$ cat src/rtl/lsu_mem_ctrl_if.sv
// CPU-side request/response channel of the load/store unit.
//
// Signals:
//   req_valid  request present
//   req_ready  request accepted when req_valid & req_ready
//   req_we     1 = store, 0 = load
//   req_funct3 RV32I access size/sign: 000 B, 001 H, 010 W, 100 BU, 101 HU
//   req_addr   byte address
//   req_wdata  store data, right-aligned
//   resp_valid one-cycle response pulse, no backpressure
//   resp_err   qualifies resp_valid: access rejected, memory untouched
//   resp_rdata extended load data; 0 for stores and errors
//
// Modports:
//   master  CPU memory stage (drives requests)
//   slave   load/store unit (drives ready and responses)
interface lsu_mem_ctrl_if;
  logic        req_valid;
  logic        req_ready;
  logic        req_we;
  logic [2:0]  req_funct3;
  logic [31:0] req_addr;
  logic [31:0] req_wdata;
  logic        resp_valid;
  logic        resp_err;
  logic [31:0] resp_rdata;

  modport master (
    output req_valid,
    output req_we,
    output req_funct3,
    output req_addr,
    output req_wdata,
    input  req_ready,
    input  resp_valid,
    input  resp_err,
    input  resp_rdata
  );

  modport slave (
    input  req_valid,
    input  req_we,
    input  req_funct3,
    input  req_addr,
    input  req_wdata,
    output req_ready,
    output resp_valid,
    output resp_err,
    output resp_rdata
  );
endinterface

$ cat src/rtl/lsu_mem_ctrl.sv
// Load/store unit between the CPU memory stage and a byte-addressed data bram.
//
// Accepts one request at a time, validates funct3, store signedness and address
// range, then drives one bram access cycle. Loads wait for the bram's registered
// douta, extend it and return it; every request ends with a one-cycle response.
//
// Optional feature: define LSU_MISALIGN_TRAP_EN to reject misaligned halfword and
// word accesses (they go straight to the response with resp_err set). Without it,
// misaligned accesses go to the bram, which handles arbitrary byte addresses.
//
// Parameters:
//   ADDR_W  bram byte-address width; legal addresses are 0 .. 2**ADDR_W-1
//
// Ports:
//   clk    clock, rising edge
//   rst    asynchronous reset, active-low
//   bus    request/response channel (slave side)
//   wena   bram write enable (only in the access cycle of a store)
//   ba     bram byte access flag
//   ha     bram halfword access flag
//   ua     bram unsigned flag (funct3[2])
//   addra  bram byte address
//   dina   bram write data
//   douta  bram read data, valid the cycle after the read cycle
module lsu_mem_ctrl #(
  parameter int unsigned ADDR_W = 10
) (
  input  logic              clk,
  input  logic              rst,
  lsu_mem_ctrl_if.slave     bus,
  output logic              wena,
  output logic              ba,
  output logic              ha,
  output logic              ua,
  output logic [ADDR_W-1:0] addra,
  output logic [31:0]       dina,
  input  logic [31:0]       douta
);

  localparam int unsigned AddrW1 = ADDR_W + 1;

  localparam logic [2:0] Funct3B  = 3'b000;
  localparam logic [2:0] Funct3H  = 3'b001;
  localparam logic [2:0] Funct3W  = 3'b010;
  localparam logic [2:0] Funct3Bu = 3'b100;
  localparam logic [2:0] Funct3Hu = 3'b101;

  typedef enum logic [1:0] {
    StIdle,
    StAccess,
    StCapture,
    StResp
  } state_e;

  state_e            state_q;
  logic              we_q;
  logic [2:0]        funct3_q;
  logic [ADDR_W-1:0] addr_q;
  logic [31:0]       wdata_q;
  logic              resp_err_q;
  logic [31:0]       resp_rdata_q;

  // ---------------------------------------------------------------------------
  // Request validation (combinational on the incoming request)
  // ---------------------------------------------------------------------------
  logic [1:0]    size_m1;
  logic          funct3_legal;
  logic [ADDR_W:0] last_byte;
  logic          high_bits_err;
  logic          range_err;
  logic          store_sign_err;
  logic          misalign_err;
  logic          req_err;

  always_comb begin
    size_m1      = 2'd0;
    funct3_legal = 1'b0;
    case (bus.req_funct3)
      Funct3B, Funct3Bu: begin
        size_m1      = 2'd0;
        funct3_legal = 1'b1;
      end
      Funct3H, Funct3Hu: begin
        size_m1      = 2'd1;
        funct3_legal = 1'b1;
      end
      Funct3W: begin
        size_m1      = 2'd3;
        funct3_legal = 1'b1;
      end
      default: begin
        size_m1      = 2'd0;
        funct3_legal = 1'b0;
      end
    endcase
  end

  // One extra bit catches the last byte of the access running past the top address.
  assign last_byte      = {1'b0, bus.req_addr[ADDR_W-1:0]} + AddrW1'(size_m1);
  assign high_bits_err  = (bus.req_addr[31:ADDR_W] != '0);
  assign range_err      = high_bits_err || last_byte[ADDR_W];
  // There is no unsigned store.
  assign store_sign_err = bus.req_we && bus.req_funct3[2];

`ifdef LSU_MISALIGN_TRAP_EN
  assign misalign_err = ((size_m1 == 2'd1) && bus.req_addr[0]) ||
                        ((size_m1 == 2'd3) && (bus.req_addr[1:0] != 2'b00));
`else
  assign misalign_err = 1'b0;
`endif

  assign req_err = !funct3_legal || store_sign_err || range_err || misalign_err;

  // ---------------------------------------------------------------------------
  // Load data extension from the low lanes of douta
  // ---------------------------------------------------------------------------
  logic [31:0] load_ext;

  always_comb begin
    case (funct3_q)
      Funct3B:  load_ext = {{24{douta[7]}}, douta[7:0]};
      Funct3H:  load_ext = {{16{douta[15]}}, douta[15:0]};
      Funct3Bu: load_ext = {24'h000000, douta[7:0]};
      Funct3Hu: load_ext = {16'h0000, douta[15:0]};
      default:  load_ext = douta;
    endcase
  end

  // ---------------------------------------------------------------------------
  // Control FSM and request/response registers
  // ---------------------------------------------------------------------------
  always_ff @(posedge clk or negedge rst) begin
    if (!rst) begin
      state_q      <= StIdle;
      we_q         <= 1'b0;
      funct3_q     <= 3'b000;
      addr_q       <= '0;
      wdata_q      <= 32'h0;
      resp_err_q   <= 1'b0;
      resp_rdata_q <= 32'h0;
    end else begin
      unique case (state_q)
        StIdle: begin
          if (bus.req_valid) begin
            we_q         <= bus.req_we;
            funct3_q     <= bus.req_funct3;
            addr_q       <= bus.req_addr[ADDR_W-1:0];
            wdata_q      <= bus.req_wdata;
            resp_err_q   <= req_err;
            // Stores and errors respond with zero; loads overwrite in StCapture.
            resp_rdata_q <= 32'h0;
            state_q      <= req_err ? StResp : StAccess;
          end
        end
        StAccess: begin
          state_q <= we_q ? StResp : StCapture;
        end
        StCapture: begin
          resp_rdata_q <= load_ext;
          state_q      <= StResp;
        end
        StResp: begin
          state_q <= StIdle;
        end
        default: begin
          state_q <= StIdle;
        end
      endcase
    end
  end

  // ---------------------------------------------------------------------------
  // Outputs: decoded from the state register so reset clears them at once
  // ---------------------------------------------------------------------------
  logic in_access;

  assign in_access      = (state_q == StAccess);

  assign bus.req_ready  = (state_q == StIdle);
  assign bus.resp_valid = (state_q == StResp);
  assign bus.resp_err   = resp_err_q;
  assign bus.resp_rdata = resp_rdata_q;

  assign wena  = in_access && we_q;
  assign ba    = in_access && (funct3_q[1:0] == 2'b00);
  assign ha    = in_access && (funct3_q[1:0] == 2'b01);
  assign ua    = in_access && funct3_q[2];
  assign addra = in_access ? addr_q : '0;
  assign dina  = in_access ? wdata_q : 32'h0;

endmodule

$ cat src/flat_wrapper.sv
// flat-port wrapper written by rule: the top's interface ports become plain ports
module lsu_mem_ctrl_flat 
#(
  parameter int unsigned ADDR_W = 10
)
  (clk, rst, wena, ba, ha, ua, addra, dina, douta, bus_req_valid, bus_req_we, bus_req_funct3, bus_req_addr, bus_req_wdata, bus_req_ready, bus_resp_valid, bus_resp_err, bus_resp_rdata);
  lsu_mem_ctrl_if bus_i ();
  input  logic clk;
  input  logic rst;
  output logic wena;
  output logic ba;
  output logic ha;
  output logic ua;
  output logic [ADDR_W-1:0] addra;
  output logic [31:0] dina;
  input  logic [31:0] douta;
  input wire logic [$bits(bus_i.req_valid)-1:0] bus_req_valid;
  input wire logic [$bits(bus_i.req_we)-1:0] bus_req_we;
  input wire logic [$bits(bus_i.req_funct3)-1:0] bus_req_funct3;
  input wire logic [$bits(bus_i.req_addr)-1:0] bus_req_addr;
  input wire logic [$bits(bus_i.req_wdata)-1:0] bus_req_wdata;
  output wire logic [$bits(bus_i.req_ready)-1:0] bus_req_ready;
  output wire logic [$bits(bus_i.resp_valid)-1:0] bus_resp_valid;
  output wire logic [$bits(bus_i.resp_err)-1:0] bus_resp_err;
  output wire logic [$bits(bus_i.resp_rdata)-1:0] bus_resp_rdata;
  assign bus_i.req_valid = bus_req_valid;
  assign bus_i.req_we = bus_req_we;
  assign bus_i.req_funct3 = bus_req_funct3;
  assign bus_i.req_addr = bus_req_addr;
  assign bus_i.req_wdata = bus_req_wdata;
  assign bus_req_ready = bus_i.req_ready;
  assign bus_resp_valid = bus_i.resp_valid;
  assign bus_resp_err = bus_i.resp_err;
  assign bus_resp_rdata = bus_i.resp_rdata;
  lsu_mem_ctrl #(.ADDR_W(ADDR_W)) u_core (.clk(clk), .rst(rst), .bus(bus_i), .wena(wena), .ba(ba), .ha(ha), .ua(ua), .addra(addra), .dina(dina), .douta(douta));
endmodule
$ cat config.mk
export PLATFORM = sky130hd
export DESIGN_NAME = lsu_mem_ctrl_flat
export DESIGN_NICKNAME = d
export VERILOG_FILES = /design/src/rtl/lsu_mem_ctrl_if.sv /design/src/rtl/lsu_mem_ctrl.sv /design/src/flat_wrapper.sv
export SDC_FILE = /design/constraint.sdc
export NUM_CORES = 1
export LEC_CHECK = 0
export CORE_AREA = 2 2 86 109
export DETAILED_ROUTE_END_ITERATION = 8
export DIE_AREA = 0 0 88 111
export PLACE_DENSITY = 0.84
export REMOVE_ABC_BUFFERS = 1
export SLEW_MARGIN = 5
export SYNTH_ARGS = -nofsm -noshare
export SYNTH_HDL_FRONTEND = slang
export SYNTH_SLANG_ARGS = --single-unit
$ cat constraint.sdc
create_clock -name clk -period 5.22 [get_ports clk]
set_input_delay 1.566 -clock clk [delete_from_list [all_inputs] [get_ports clk]]
set_output_delay 1.566 -clock clk [all_outputs]
set_load 0.03 [all_outputs]
* Word-level counts from Yosys, hierarchy flattened
Index checks and enable logic that the tools add are counted.
Cells by class: add/sub/neg operators 1, equality and inequality tests 12, mux-type cells 11, reductions and logical operators 19
Operators with widths (count):
- 32-bit one-hot mux with 4 select lines | 1
- 32-bit two-way mux | 2
- 32-bit one-hot mux with 2 select lines | 1
- 22-bit nonzero test | 1
- 3-bit == test, second input constant | 4
- 10-bit by 2-bit adder with 11-bit output | 1
- 10-bit two-way mux | 1
- 2-bit one-hot mux with 4 select lines | 1
- 3-bit by 1-bit == test with 1-bit output, second input constant | 2
- 3-bit zero test | 2
- 1-bit logical AND | 5
- 5-bit OR reduction | 1
- 2-bit by 1-bit == test with 1-bit output, second input constant | 2
- 2-bit == test, second input constant | 2
- 2-bit zero test | 2
- 2-bit two-way mux | 2
- 2-bit one-hot mux with 2 select lines | 1
- 2-bit AND reduction | 2
- 3-bit by 2-bit == test with 1-bit output, second input constant | 1
- 1-bit logical OR | 3
- 1-bit two-way mux | 2
- 2-bit inequality test, second input constant | 1
- 2-bit nonzero test | 1
- 2-bit OR reduction | 1
- 1-bit zero test | 1
Word-level totals: register bits 81, input bits 103, output and inout port bits 81, logic and storage cells 50

* Longest topological paths before layout
Gate-level depths: netlist (run 1).
depth after elaboration 9, depth in mapped cells 8, depth with buffers taken out 6

* Worst setup path after synthesis (run 1)
Ideal clock, no wire load.
kind flip-flop to output port, start point register u_core.state_q[1], end point output ba, data arrival time 1489 ps, data required time 3654 ps, path slack 2165 ps, cell stages (with the launch flop) 4, path buffers 0, cells stage by stage dfrtp_1 > inv_1 > ha_1 > nor3b_1
Between the ends: word-level cells in the longest chain between the ends 2
Ends and longest elaborated chain:
- start: declaration | line lsu_mem_ctrl.sv:55 | state_e state_q;
- start signal: assignment | line lsu_mem_ctrl.sv:134 | state_q <= StIdle;
- start signal: assignment | line lsu_mem_ctrl.sv:152 | state_q <= req_err ? StResp : StAccess;
- start signal: assignment | line lsu_mem_ctrl.sv:156 | state_q <= we_q ? StResp : StCapture;
- 2-bit by 1-bit == test with 1-bit output | line lsu_mem_ctrl.sv:177 | assign in_access = (state_q == StAccess);
- 1-bit logical AND | line lsu_mem_ctrl.sv:185 | assign ba = in_access && (funct3_q[1:0] == 2'b00);
- end: declaration | line flat_wrapper.sv:11 | output logic ba;
No other way between the ends.

* Worst setup path in the final report (run 1)
start point register u_core.state_q[1], end point output wena
Between the ends: word-level cells in the longest chain between the ends 2
Ends and longest elaborated chain:
- 2-bit by 1-bit == test with 1-bit output | line lsu_mem_ctrl.sv:177
- 1-bit logical AND | line lsu_mem_ctrl.sv:184 | assign wena = in_access && we_q;
- end: declaration | line flat_wrapper.sv:10 | output logic wena;
No other way between the ends.

==> results of run 1 <==
[logic make-up (layout without fill, tap and decap cells)]
family          Yosys count  after routing
simple gates            104            104
flops                    81             81
compound gates           52             52
mux                      49             49
buf+inv                  23            204
fa+ha+maj                 5              5
[synthesized netlist by cell type]
cell      number
a211oi_1       1
a21boi_2       1
a21oi_1        1
a22o_1        16
a311oi_1       1
and2_1        44
and4b_1        1
buf_2         10
buf_6          1
clkbuf_1       9
dfrtp_1       81
ha_1           5
inv_1          3
mux2_2        46
mux2i_1        3
nand2_1       26
nand3_1        1
nand4_1        3
nor2_1         3
nor2b_1       16
nor3_1         1
nor3b_1        1
nor3b_4        1
nor4_1         5
o211ai_1       1
o21ai_0       30
o21ai_2        1
or4_1          1
or4b_1         1
[area by class of cell]
cell class	instances	area [sq um]	share of cell area
clock buffers	12	256	0.0431
clock inverters	4	98.8	0.0166
repair buffers	185	1840	0.310
multi-input cells	210	1560	0.262
flip-flops and latches	81	2030	0.340
inverters	3	11.3	0.00189
well taps	123	154	0.0258
[power breakdown]
part / internal [mW] / switching, mW / total (mW)
logic: 0.815 / 0.904 / 1.72
registers: 0.934 / 0.188 / 1.12
clock network: 0.494 / 0.230 / 0.724
total: 2.24 / 1.32 / 3.56
[stage by stage]
step | setup slack [ps] | power (mW)
final | 1090 | 3.56
after global routing | 894 | 3.79
after CTS | 1080 | 3.61
after detailed placement | 1420 | 2.86
after global placement | 1490 | 2.81
after floorplan | 1760 | 2.14
[state kept, by name, summed over array words and instances (netlist names)]
| name | cells |
|---|---|
| u_core.addr_q | 10 |
| u_core.wdata_q | 32 |
| u_core.bus.resp_err | 1 |
| u_core.state_q | 2 |
| u_core.we_q | 1 |
| u_core.bus.resp_rdata | 32 |
| u_core.funct3_q | 3 |
[critical path, stage by stage, from the launching register on]
cell and delay [ps]:
dfrtp_1 400, inv_1 110, ha_1 500, buf_4 340, and2_1 180, clkdlybuf4s50_1 700
[per-layer routing]
| layer | wire length, microns | part of all wire | global-route usage |
|---|---|---|---|
| met1 | 3750 | 0.39 | 0.240 |
| met2 | 4950 | 0.52 | 0.350 |
| met3 | 710 | 0.074 | 0.0596 |
| met4 | 136 | 0.014 | 0.0697 |
| met5 | 0 | 0 | 0 |
[worst max path at each step]
stage	depth (start not counted)	slack, ps	startpoint	endpoint
2_1_floorplan	3	1760	u_core.state_q[1]	ba
6_report	5	1090	u_core.state_q[1]	wena
4_1_cts	5	1080	u_core.state_q[1]	wena
3_5_place_dp	5	1420	u_core.state_q[1]	wena
5_1_grt	5	890	u_core.state_q[1]	wena
3_3_place_gp	5	1490	u_core.state_q[1]	wena
==> summary.txt, run 1 <==
Global routing
  – Residual overflow from global routing: 0
  – Global-route wire length before repair: 15.5 mm
  – Maximum number of pins on one net before global-route repair: 82
  – Initial antenna violation count: 0
  – Overall track demand over capacity in global routing: 0.204
  – Vias in the first global route: 3281

Clock network
  – Number of buffers created by CTS: 9
  – Quantity of gates resized following cts: 0
  – Root Buffer: clkbuf_16
  – Worst-skew pair later-pin latency: 330 ps
  – CTS H-tree lvls: 3
  – Clk sinks: 81
  – Post-CTS Hold Fix Bufs: 0
  – Maximum number of buffers from clock root to sink: 2
  – Post-CTS setup-driven buffer insertion count: 0
  – Clock input transition at the sequential cells of the worst setup and hold paths: ~50 ps
  – TritonCTS clock tree: built

Yosys
  – Sequential cell area fraction in the yosys report: 0.551
  – Combined area of all synthesized cells: 0.00368 sq mm
  – Number of library cell types mapped by synthesis: 29
  – Area fraction of the dominant cell type after synthesis: 0.551
  – Number of warnings printed during yosys synthesis: 0
  – Library cell occupying the most area in the post-synthesis netlist: dfrtp_1
  – Post-Synth Simple-Gate Area: 0.162
  – Synthesis-stage register bit count: 81
  – Synthesized netlist cell count: 314
  – Post-synthesis adder-cell area fraction: 0.0170
  – Multiplexer fraction of the synthesized cell area: 0.149
  – Average cell area after synthesis: 11.7 sq um
  – Dominant combinational cell family by area after synthesis: simple AND/OR/NAND/NOR gates
  – Post-synthesis compound-gate area fraction: 0.0921
  – Xor/xnor share of the synthesized area: 0
  – Cells taking the most area after synthesis: dfrtp_1 (55%), mux2_2 (14%), and2_1 (7.5%), o21ai_0 (4.1%), a22o_1 (3.8%)

Routing
  – Detailed Route Iter0 Violations: 91
  – Detailed-route vias per instance: 4.93
  – Vias after detailed routing: about 3000
  – Routed WL: around 9.5 mm
  – First drt pass iteration count: 5
  – Remaining number of nets flagged by the antenna check after routing: 0
  – DRC Markers: 0
  – Drt wl/cell: 15.4 microns

Finish
  – Final std cell area, no fill: 0.00595 sq mm
  – Share of layout cells above drive strength 1: 0.139
  – Fill cell instance count of the final layout: 689
  – Commonest cells after routing, fill and taps aside: clkdlybuf4s50_1 (182), dfrtp_1 (81), mux2_2 (46), and2_1 (44), o21ai_0 (30)
  – Final non-filler cell total: 618
  – Post-layout util: 0.674
  – Ant diodes: 0
  – Area overhead of the layout relative to synthesis: 61.8%
  – Number of nets in the layout: roughly 600
  – Most common cell after layout, fill and taps aside: clkdlybuf4s50_1

STA
  – Tightest Pin Transition: approximately 1000 ps
  – Maximum clock rate: ~240 MHz
  – Worst hold margin: 474 ps
  – Period utilisation layout: 0.791
  – Setup violators final: 0
  – Max Clock Skew: 6.52 ps
  – Worst slew margin relative to its limit: 0.328
  – Minimum period implied by the final worst setup slack: a little over 4000 ps
  – Unrepaired setup endpoints after global routing: false
  – Accumulated negative setup slack: 0 ps
  – Final Hold Violating Endpoints: 0
  – Number of pins with negative max-slew slack in the final report: 0

Setup path
  – Max Fanout on Critical Path: 27
  – Worst-case reg-to-reg path depth: 5
  – Endpoint of the lowest-slack register-to-register path: u_core.bus.resp_rdata[19]
  – R2R Setup Slk: 3020 ps
  – Worst Setup Path Type: flop to primary output
  – Critical path capture point type: primary output
  – Critical Path AT: 2560 ps
  – Type of origin of the critical path: flop
  – Start of the worst register-to-register path: u_core.state_q[0]
  – Data required time of the worst path: approximately 3700 ps

Floorplanning
  – Starting density of the core: 0.417
  – Die width: 88 microns
  – Core region area: approximately 0.009 sq mm
  – FP Rows: 39
  – Boundary Pins: 184
  – Die footprint: 0.00977 sq mm
  – Die boundary height: 111 microns

Worst hold path
  – Worst hold stages: 2
  – Startpoint of the tightest hold check path: u_core.bus.resp_rdata[20]
  – Hold crit path type: flop to flop
  – Worst Hold End: u_core.bus.resp_rdata[20]

Placement
  – Half-perimeter wire length after placement: between 7 and 8 mm
  – Instance area after placement: about 0.0056 sq mm
  – Cell count after placement: 602
  – Placer congestion estimate: about 0.77
  – Count of input and output buffers: 183

Power
  – Max rail drop VDD: 281 uV
  – Pwr Density: around 600 mW/mm^2
  – Leakage power: roughly 2.5 nW

Flow run
  – Max-capacitance violation count: 0

Outcome
  – Run status: completed
(Power assumes the default switching activity.)
==> run 2, diff against run 1 <==
--- a/config.mk
+++ b/config.mk
@@ -5,10 +5,10 @@
 export SDC_FILE = /design/constraint.sdc
 export NUM_CORES = 1
 export LEC_CHECK = 0
-export CORE_AREA = 2 2 86 109
+export CORE_AREA = 2 2 89 113
 export DETAILED_ROUTE_END_ITERATION = 8
-export DIE_AREA = 0 0 88 111
-export PLACE_DENSITY = 0.84
+export DIE_AREA = 0 0 91 115
+export PLACE_DENSITY = 0.79
 export REMOVE_ABC_BUFFERS = 1
 export SLEW_MARGIN = 5
 export SYNTH_ARGS = -nofsm -noshare
==> constraint.sdc (replaced) <==
create_clock -name clk -period 3.8 [get_ports clk]
set_input_delay 1.14 -clock clk [delete_from_list [all_inputs] [get_ports clk]]
set_output_delay 1.14 -clock clk [all_outputs]
set_load 0.03 [all_outputs]
==> run 2 against run 1 <==
Compared with the run above:
- clock skew is 0.78 ps lower
- clock power up 27%
- critical path depth did not move
- global-route usage decreased by 0.97 points
- worst setup slack got worse by 560 ps
- power increased by 36%
- first-iteration DRC count fell by 15%
==> summary.txt, run 2 (synthesis results as in run 1) <==
Finish
  – Final std cell area, no fill: 0.00595 sq mm (-0.13%)
  – Fill cell instance count of the final layout: 783 (+14%)
  – Number of nets in the layout: 601 (+0.50%)
  – Multi-input logic area: 0.00156 sq mm (unchanged)
  – Commonest cells after routing, fill and taps aside: clkdlybuf4s50_1 (182), dfrtp_1 (81), mux2_2 (46), and2_1 (44), o21ai_0 (30)
  – FF+latch area: 0.00203 sq mm (unchanged)
  – Area overhead of the layout relative to synthesis: 61.6%
  – Final non-filler cell total: 624 (+0.97%)
  – Share of layout cells above drive strength 1: 0.145 (+0.00518)
  – Ant diodes: 0 (unchanged)
  – Most common cell after layout, fill and taps aside: clkdlybuf4s50_1

Clock network
  – Post-CTS setup-driven buffer insertion count: 0 (unchanged)
  – Maximum number of buffers from clock root to sink: 2 (unchanged)
  – Post-CTS Hold Fix Bufs: 0 (unchanged)
  – Clk sinks: 81 (unchanged)
  – Quantity of gates resized following cts: 0 (unchanged)
  – Number of buffers created by CTS: 9 (unchanged)
  – TritonCTS clock tree: built
  – Worst-skew pair later-pin latency: 330 ps (about the same)
  – Clock input transition at the sequential cells of the worst setup and hold paths: 60 ps (about the same)
  – Root Buffer: clkbuf_16
  – CTS H-tree lvls: 3 (unchanged)

STA
  – Final Hold Violating Endpoints: 0 (unchanged)
  – Accumulated negative setup slack: 0 ps (unchanged)
  – Worst hold margin: 476 ps (+1.65 ps)
  – Max Clock Skew: 5.74 ps (-0.782 ps)
  – Unrepaired setup endpoints after global routing: false
  – Minimum period implied by the final worst setup slack: between 3000 and 4000 ps
  – Period utilisation layout: 0.860
  – Tightest Pin Transition: 1000 ps (-6.00 ps)
  – Worst setup slack after layout: 532 ps (-560 ps)
  – Number of pins with negative max-slew slack in the final report: 0 (unchanged)
  – Setup violators final: 0 (unchanged)
  – Maximum clock rate: between 300 and 400 MHz
  – Worst slew margin relative to its limit: 0.332 (+0.00400)

Placement
  – Placer congestion estimate: 0.746 (-2.7%)
  – Half-perimeter wire length after placement: 7.47 mm (+6.6%)
  – Place WS: 730 ps (-694 ps)
  – Count of input and output buffers: 183 (unchanged)
  – Cell count after placement: 608 (+1.0%)
  – Instance area after placement: 0.00563 sq mm (+0.47%)

Global routing
  – Vias in the first global route: 3133 (-4.5%)
  – Global-route wire length before repair: 15.9 mm (+2.5%)
  – Maximum number of pins on one net before global-route repair: 82 (unchanged)
  – Residual overflow from global routing: 0 (unchanged)
  – Overall track demand over capacity in global routing: 0.195 (-0.00973)
  – Initial antenna violation count: 0 (unchanged)

Setup path
  – Type of origin of the critical path: flop
  – Max Fanout on Critical Path: 27 (unchanged)
  – Critical path capture point type: primary output
  – Series of cell instances along the critical path: inv_1, ha_1, buf_4, and2_1, clkdlybuf4s50_1
  – Worst Setup Path Type: flop to primary output
  – Critical Path AT: 2130 ps (-430 ps)
  – Delay of the slowest cell on the worst path: 690 ps (about the same)
  – CP max-delay cell: clkdlybuf4s50_1
  – Data required time of the worst path: 2660 ps (-990 ps)
  – Family of cells with the greatest summed delay on the critical path: buffers and inverters
  – Buffers & Inverters on Critical Path: 3 (unchanged)

Power
  – Fraction of power spent switching nets: 0.380 (+0.00930)
  – Leakage power: 2.49 nW (about the same)
  – Part of the power in registers: 0.311 (-0.004)
  – Pwr Density: 817 mW/mm^2 (+36%)
  – Proportion of power drawn by the clock network: 0.190 (-0.013)
  – Part of the power in combinational logic: 0.499 (+0.017)
  – Cell-internal power: 3.01 mW (+34%)
  – Max rail drop VDD: 421 uV (+50%)
  – Reported net switching power: 1.85 mW (+40%)

Routing
  – Vias after detailed routing: 3012 (-1.1%)
  – Drt wl/cell: 16.1 microns (+4.4%)
  – Detailed Route Iter0 Violations: 77 (-15%)
  – First drt pass iteration count: 4 (-1)
  – Routed WL: 10.1 mm (+5.4%)
  – Detailed-route vias per instance: 4.83 (-2.0%)
  – DRC Markers: 0 (unchanged)
  – Remaining number of nets flagged by the antenna check after routing: 0 (unchanged)

Floorplanning
  – Die boundary height: 115 microns (+3.6%)
  – Die footprint: 0.0105 sq mm (+7.1%)
  – Starting density of the core: 0.391 (-0.0255)
  – FP Rows: 40 (+2.6%)
  – Boundary Pins: 184 (unchanged)
  – Core region area: 0.00941 sq mm (+6.5%)
  – Die width: 91 microns (+3.4%)

Outcome
  – Run status: completed

Flow run
  – Max-capacitance violation count: 0 (unchanged)

Worst hold path
  – Hold crit path type: flop to flop
run 2: changes by cell type in the layout (fill, tap and decap cells not counted):
cell / change
bufinv_16: -1
buf_4: +3
clkbuf_8: -1
clkinv_2: +2
run 2: stage by stage:
step                utilization  power (mW)
floorplan                     -        2.94
global route              0.632        5.14
detailed placement        0.598        3.98
global placement          0.598        3.89
CTS                       0.632        4.91
finish                    0.632        4.86
run 2: per-layer routing:
layer	part of all wire	global-route usage	vias up
li1	-	-	1449
met1	0.41	0.231	1419
met2	0.49	0.328	130
met3	0.081	0.0590	14
met4	0.022	0.0869	0
met5	0	0	-
run 2: layout make-up:
class | instances | share of cell area
inverters | 3 | 0.00189
well taps | 126 | 0.0265
flip-flops and latches | 81 | 0.341
clock inverters | 5 | 0.0133
multi-input cells | 210 | 0.263
repair buffers | 188 | 0.314
clock buffers | 11 | 0.0408
run 2: worst register-to-register path: stages, from the launching register on:
cell and delay, ps:
dfrtp_1 420, inv_1 110, ha_1 430, mux2i_4 880, a22o_1 280
run 2: path summary, 6_finish.rpt:
kind | end | cells past startpoint | slack [ps] | startpoint
hold reg to reg | u_core.bus.resp_rdata[17] | 2 | 480 | u_core.bus.resp_rdata[17]
min in group asynchronous | u_core.bus.resp_rdata[0] | 1 | 980 | rst
setup reg to reg | u_core.bus.resp_rdata[1] | 4 | 1610 | u_core.state_q[0]
max in group asynchronous | u_core.bus.resp_rdata[21] | 1 | 2180 | rst
hold / removal | u_core.bus.resp_rdata[17] | 2 | 480 | u_core.bus.resp_rdata[17]
setup / recovery | addra[7] | 5 | 530 | u_core.state_q[1]
run 2: power groups by stage:
stage          logic, mW  clock network (mW)  registers (mW)
3_5_place_dp        2.45                   0            1.52
4_1_cts             2.46               0.943            1.51
6_report            2.42               0.923            1.51
2_1_floorplan       1.17                   0            1.76
5_1_grt             2.59               0.987            1.56
3_3_place_gp        2.39                   0            1.50
==> run 3, diff against run 2 <==
--- a/config.mk
+++ b/config.mk
@@ -5,9 +5,11 @@
 export SDC_FILE = /design/constraint.sdc
 export NUM_CORES = 1
 export LEC_CHECK = 0
-export CORE_AREA = 2 2 89 113
+export ABC_AREA = 1
+export CORE_AREA = 2 2 90 114
 export DETAILED_ROUTE_END_ITERATION = 8
-export DIE_AREA = 0 0 91 115
+export DIE_AREA = 0 0 92 116
+export GPL_TIMING_DRIVEN = 0
 export PLACE_DENSITY = 0.79
 export REMOVE_ABC_BUFFERS = 1
 export SLEW_MARGIN = 5
==> run 3 against run 2 <==
Compared with the run above:
- routed wire length is 1.6% higher
- first-iteration DRC count is 100% higher
- design area is 3.2% higher
- clock skew hardly changed
- via count is 21% higher
- register-to-register slack worse by 420 ps
- critical path depth stayed put
- final cell count is 29% higher
- die area is 2.0% higher
- critical path type unchanged
- critical endpoint is now ha
==> summary.txt, run 3 <==
Placement
  – Instance area after placement: 0.00579 sq mm (+2.9%)
  – Cell count after placement: 791 (+30%)
  – Placer congestion estimate: 0.771 (+3.4%)
  – Count of input and output buffers: 183 (unchanged)
  – Half-perimeter wire length after placement: 7.40 mm (-0.91%)

Outcome
  – Run status: completed

STA
  – Number of pins with negative max-slew slack in the final report: 0 (unchanged)
  – Max Clock Skew: 6.14 ps (+0.395 ps)
  – Setup violators final: 0 (unchanged)
  – Maximum clock rate: 286 MHz (-6.7%)
  – Minimum period implied by the final worst setup slack: 3500 ps (+234 ps)
  – Accumulated negative setup slack: 0 ps (unchanged)
  – Unrepaired setup endpoints after global routing: false
  – Final Hold Violating Endpoints: 0 (unchanged)
  – Tightest Pin Transition: 962 ps (-39.9 ps)
  – Period utilisation layout: 0.921 (+0.0615)
  – Worst slew margin relative to its limit: 0.358 (+0.0259)

Floorplanning
  – Starting density of the core: 0.405 (+0.0138)
  – Core region area: 0.00951 sq mm (+1.1%)
  – Boundary Pins: 184 (unchanged)
  – Die footprint: 0.0107 sq mm (+2.0%)
  – FP Rows: 40 (unchanged)
  – Die boundary height: 116 microns (+0.87%)
  – Die width: 92 microns (+1.1%)

Global routing
  – Global-route wire length before repair: 17.0 mm (+7.0%)
  – Residual overflow from global routing: 0 (unchanged)
  – Maximum number of pins on one net before global-route repair: 51 (-38%)
  – Overall track demand over capacity in global routing: 0.198 (+0.00328)
  – Initial antenna violation count: 0 (unchanged)
  – Vias in the first global route: 3791 (+21%)

Yosys
  – Area fraction of the dominant cell type after synthesis: 0.526 (-0.0243)
  – Synthesis-stage register bit count: 81 (unchanged)
  – Number of flops mapped to enable cells by yosys: 0 (unchanged)
  – Count leader, synth: nand2_1
  – Sequential cell area fraction in the yosys report: 0.526 (-0.0243)
  – Ranking of synthesized cells by instance count: nand2_1 (246), dfrtp_1 (81), inv_1 (57)
  – Average cell area after synthesis: 7.70 sq um (-34%)
  – Library cell occupying the most area in the post-synthesis netlist: dfrtp_1
  – Synthesized netlist cell count: 500 (+59%)
  – Synth async-reset ratio: 1.00 (unchanged)
  – Combined area of all synthesized cells: 0.00385 sq mm (+4.6%)
  – Cells taking the most area after synthesis: dfrtp_1 (53%), nand2_1 (24%), inv_1 (5.6%), o21ai_0 (3.0%), o21ai_2 (2.3%)
  – Number of library cell types mapped by synthesis: 22 (-24%)
  – Number of warnings printed during yosys synthesis: 0 (unchanged)
  – Most common flop cell mapped by yosys: dfrtp_1

Clock network
  – CTS H-tree lvls: 3 (unchanged)
  – Worst-skew pair later-pin latency: 330 ps (about the same)
  – Root Buffer: clkbuf_16
  – Clock input transition at the sequential cells of the worst setup and hold paths: 60 ps (about the same)
  – TritonCTS clock tree: built
  – Post-CTS setup-driven buffer insertion count: 0 (unchanged)
  – Quantity of gates resized following cts: 1 (+1)
  – Clk sinks: 81 (unchanged)
  – Maximum number of buffers from clock root to sink: 2 (unchanged)
  – Post-CTS Hold Fix Bufs: 0 (unchanged)
  – Number of buffers created by CTS: 9 (unchanged)

Routing
  – Vias after detailed routing: 3658 (+21%)
  – Detailed Route Iter0 Violations: 155 (+100%)
  – DRC Markers: 0 (unchanged)
  – Detailed-route vias per instance: 4.53 (-6.1%)
  – Routed WL: 10.2 mm (+1.6%)
  – Drt wl/cell: 12.7 microns (-21%)
  – First drt pass iteration count: 4 (unchanged)
  – Remaining number of nets flagged by the antenna check after routing: 0 (unchanged)

Setup path
  – Max Fanout on Critical Path: 45 (+67%)
  – Most prevalent standard cell on the critical path: inv_1
  – Buffers & Inverters on Critical Path: 3 (unchanged)
  – Critical path capture point type: primary output
  – Family of cells with the greatest summed delay on the critical path: buffers and inverters
  – Delay of the slowest cell on the worst path: 720 ps (+30 ps)
  – Worst Setup Path Type: flop to primary output
  – Series of cell instances along the critical path: inv_1, ha_4, inv_1, nor3_1, clkdlybuf4s50_1
  – Critical Path AT: 2360 ps (+230 ps)
  – Type of origin of the critical path: flop
  – Data required time of the worst path: 2660 ps (about the same)
  – CP max-delay cell: clkdlybuf4s50_1

Finish
  – Commonest cells after routing, fill and taps aside: nand2_1 (245), clkdlybuf4s50_1 (182), dfrtp_1 (81), inv_1 (57), o21ai_0 (23)
  – Final non-filler cell total: 807 (+29%)
  – Ant diodes: 0 (unchanged)
  – Area overhead of the layout relative to synthesis: 59.4%
  – Number of nets in the layout: 784 (+30%)
  – Share of layout cells above drive strength 1: 0.0705 (-0.0741)
  – Most common cell after layout, fill and taps aside: nand2_1
  – Final std cell area, no fill: 0.00614 sq mm (+3.2%)

Power
  – Leakage power: 3.19 nW (+28%)
  – Pwr Density: 795 mW/mm^2 (-2.7%)
  – Max rail drop VDD: 429 uV (+2.1%)

Flow run
  – Max-capacitance violation count: 0 (unchanged)

Worst hold path
  – Hold crit path type: flop to flop
-- run 3: logic make-up after synthesis --
group,synth area share
and+or+nand+nor,0.301
DFF,0.526
buffers and inverters,0.0864
AOI/OAI and AO/OA,0.0698
adders and majority gates,0.0162
-- run 3: area by class of cell --
cell class | instances | area (sq um)
Timing Repair Buffer | 185 | 1880
Sequential cell | 81 | 2030
Inverter | 60 | 225
Clock buffer | 11 | 233
Fill cell | 812 | 3370
Clock inverter | 5 | 104
Multi-Input combinational cell | 339 | 1510
Tap cell | 126 | 158
-- run 3: where the power goes --
part           total (mW)  switching, mW  internal [mW]
clock network       0.979          0.337          0.642
logic                2.44           1.50          0.943
registers            1.46          0.218           1.24
-- run 3: metrics by stage --
stage	utilization	setup slack, ps	power, mW	hold WS, ps
3_3_place_gp	0.603	-1280	3.83	462
5_1_grt	0.645	118	5.21	499
2_1_floorplan	-	520	2.91	449
6_report	0.645	299	4.88	477
3_5_place_dp	0.609	314	3.91	465
4_1_cts	0.645	249	4.92	481
-- run 3: tightest hold or removal path: cells and delay by family (launching register included) --
| family | cells | cell delay (ps) |
|---|---|---|
| flip-flops | 1 | 340 |
| AND/OR/NAND/NOR | 2 | 100 |
-- run 3: routing by layer --
layer,track usage,part of all wire,vias up
li1,-,-,1853
met1,0.236,0.42,1652
met2,0.340,0.49,129
met3,0.0488,0.065,24
met4,0.0915,0.024,0
met5,0,0,-
-- run 3: path summary, 6_finish.rpt --
kind,start,end,slack (ps),cells past startpoint
setup / recovery,u_core.state_q[1],ha,300,5
hold / removal,u_core.wdata_q[29],u_core.wdata_q[29],480,2
setup reg to reg,u_core.state_q[0],u_core.bus.resp_rdata[25],1190,7
hold reg to reg,u_core.wdata_q[29],u_core.wdata_q[29],480,2
max in group asynchronous,rst,u_core.wdata_q[22],2470,2
min in group asynchronous,rst,u_core.bus.resp_rdata[0],750,1
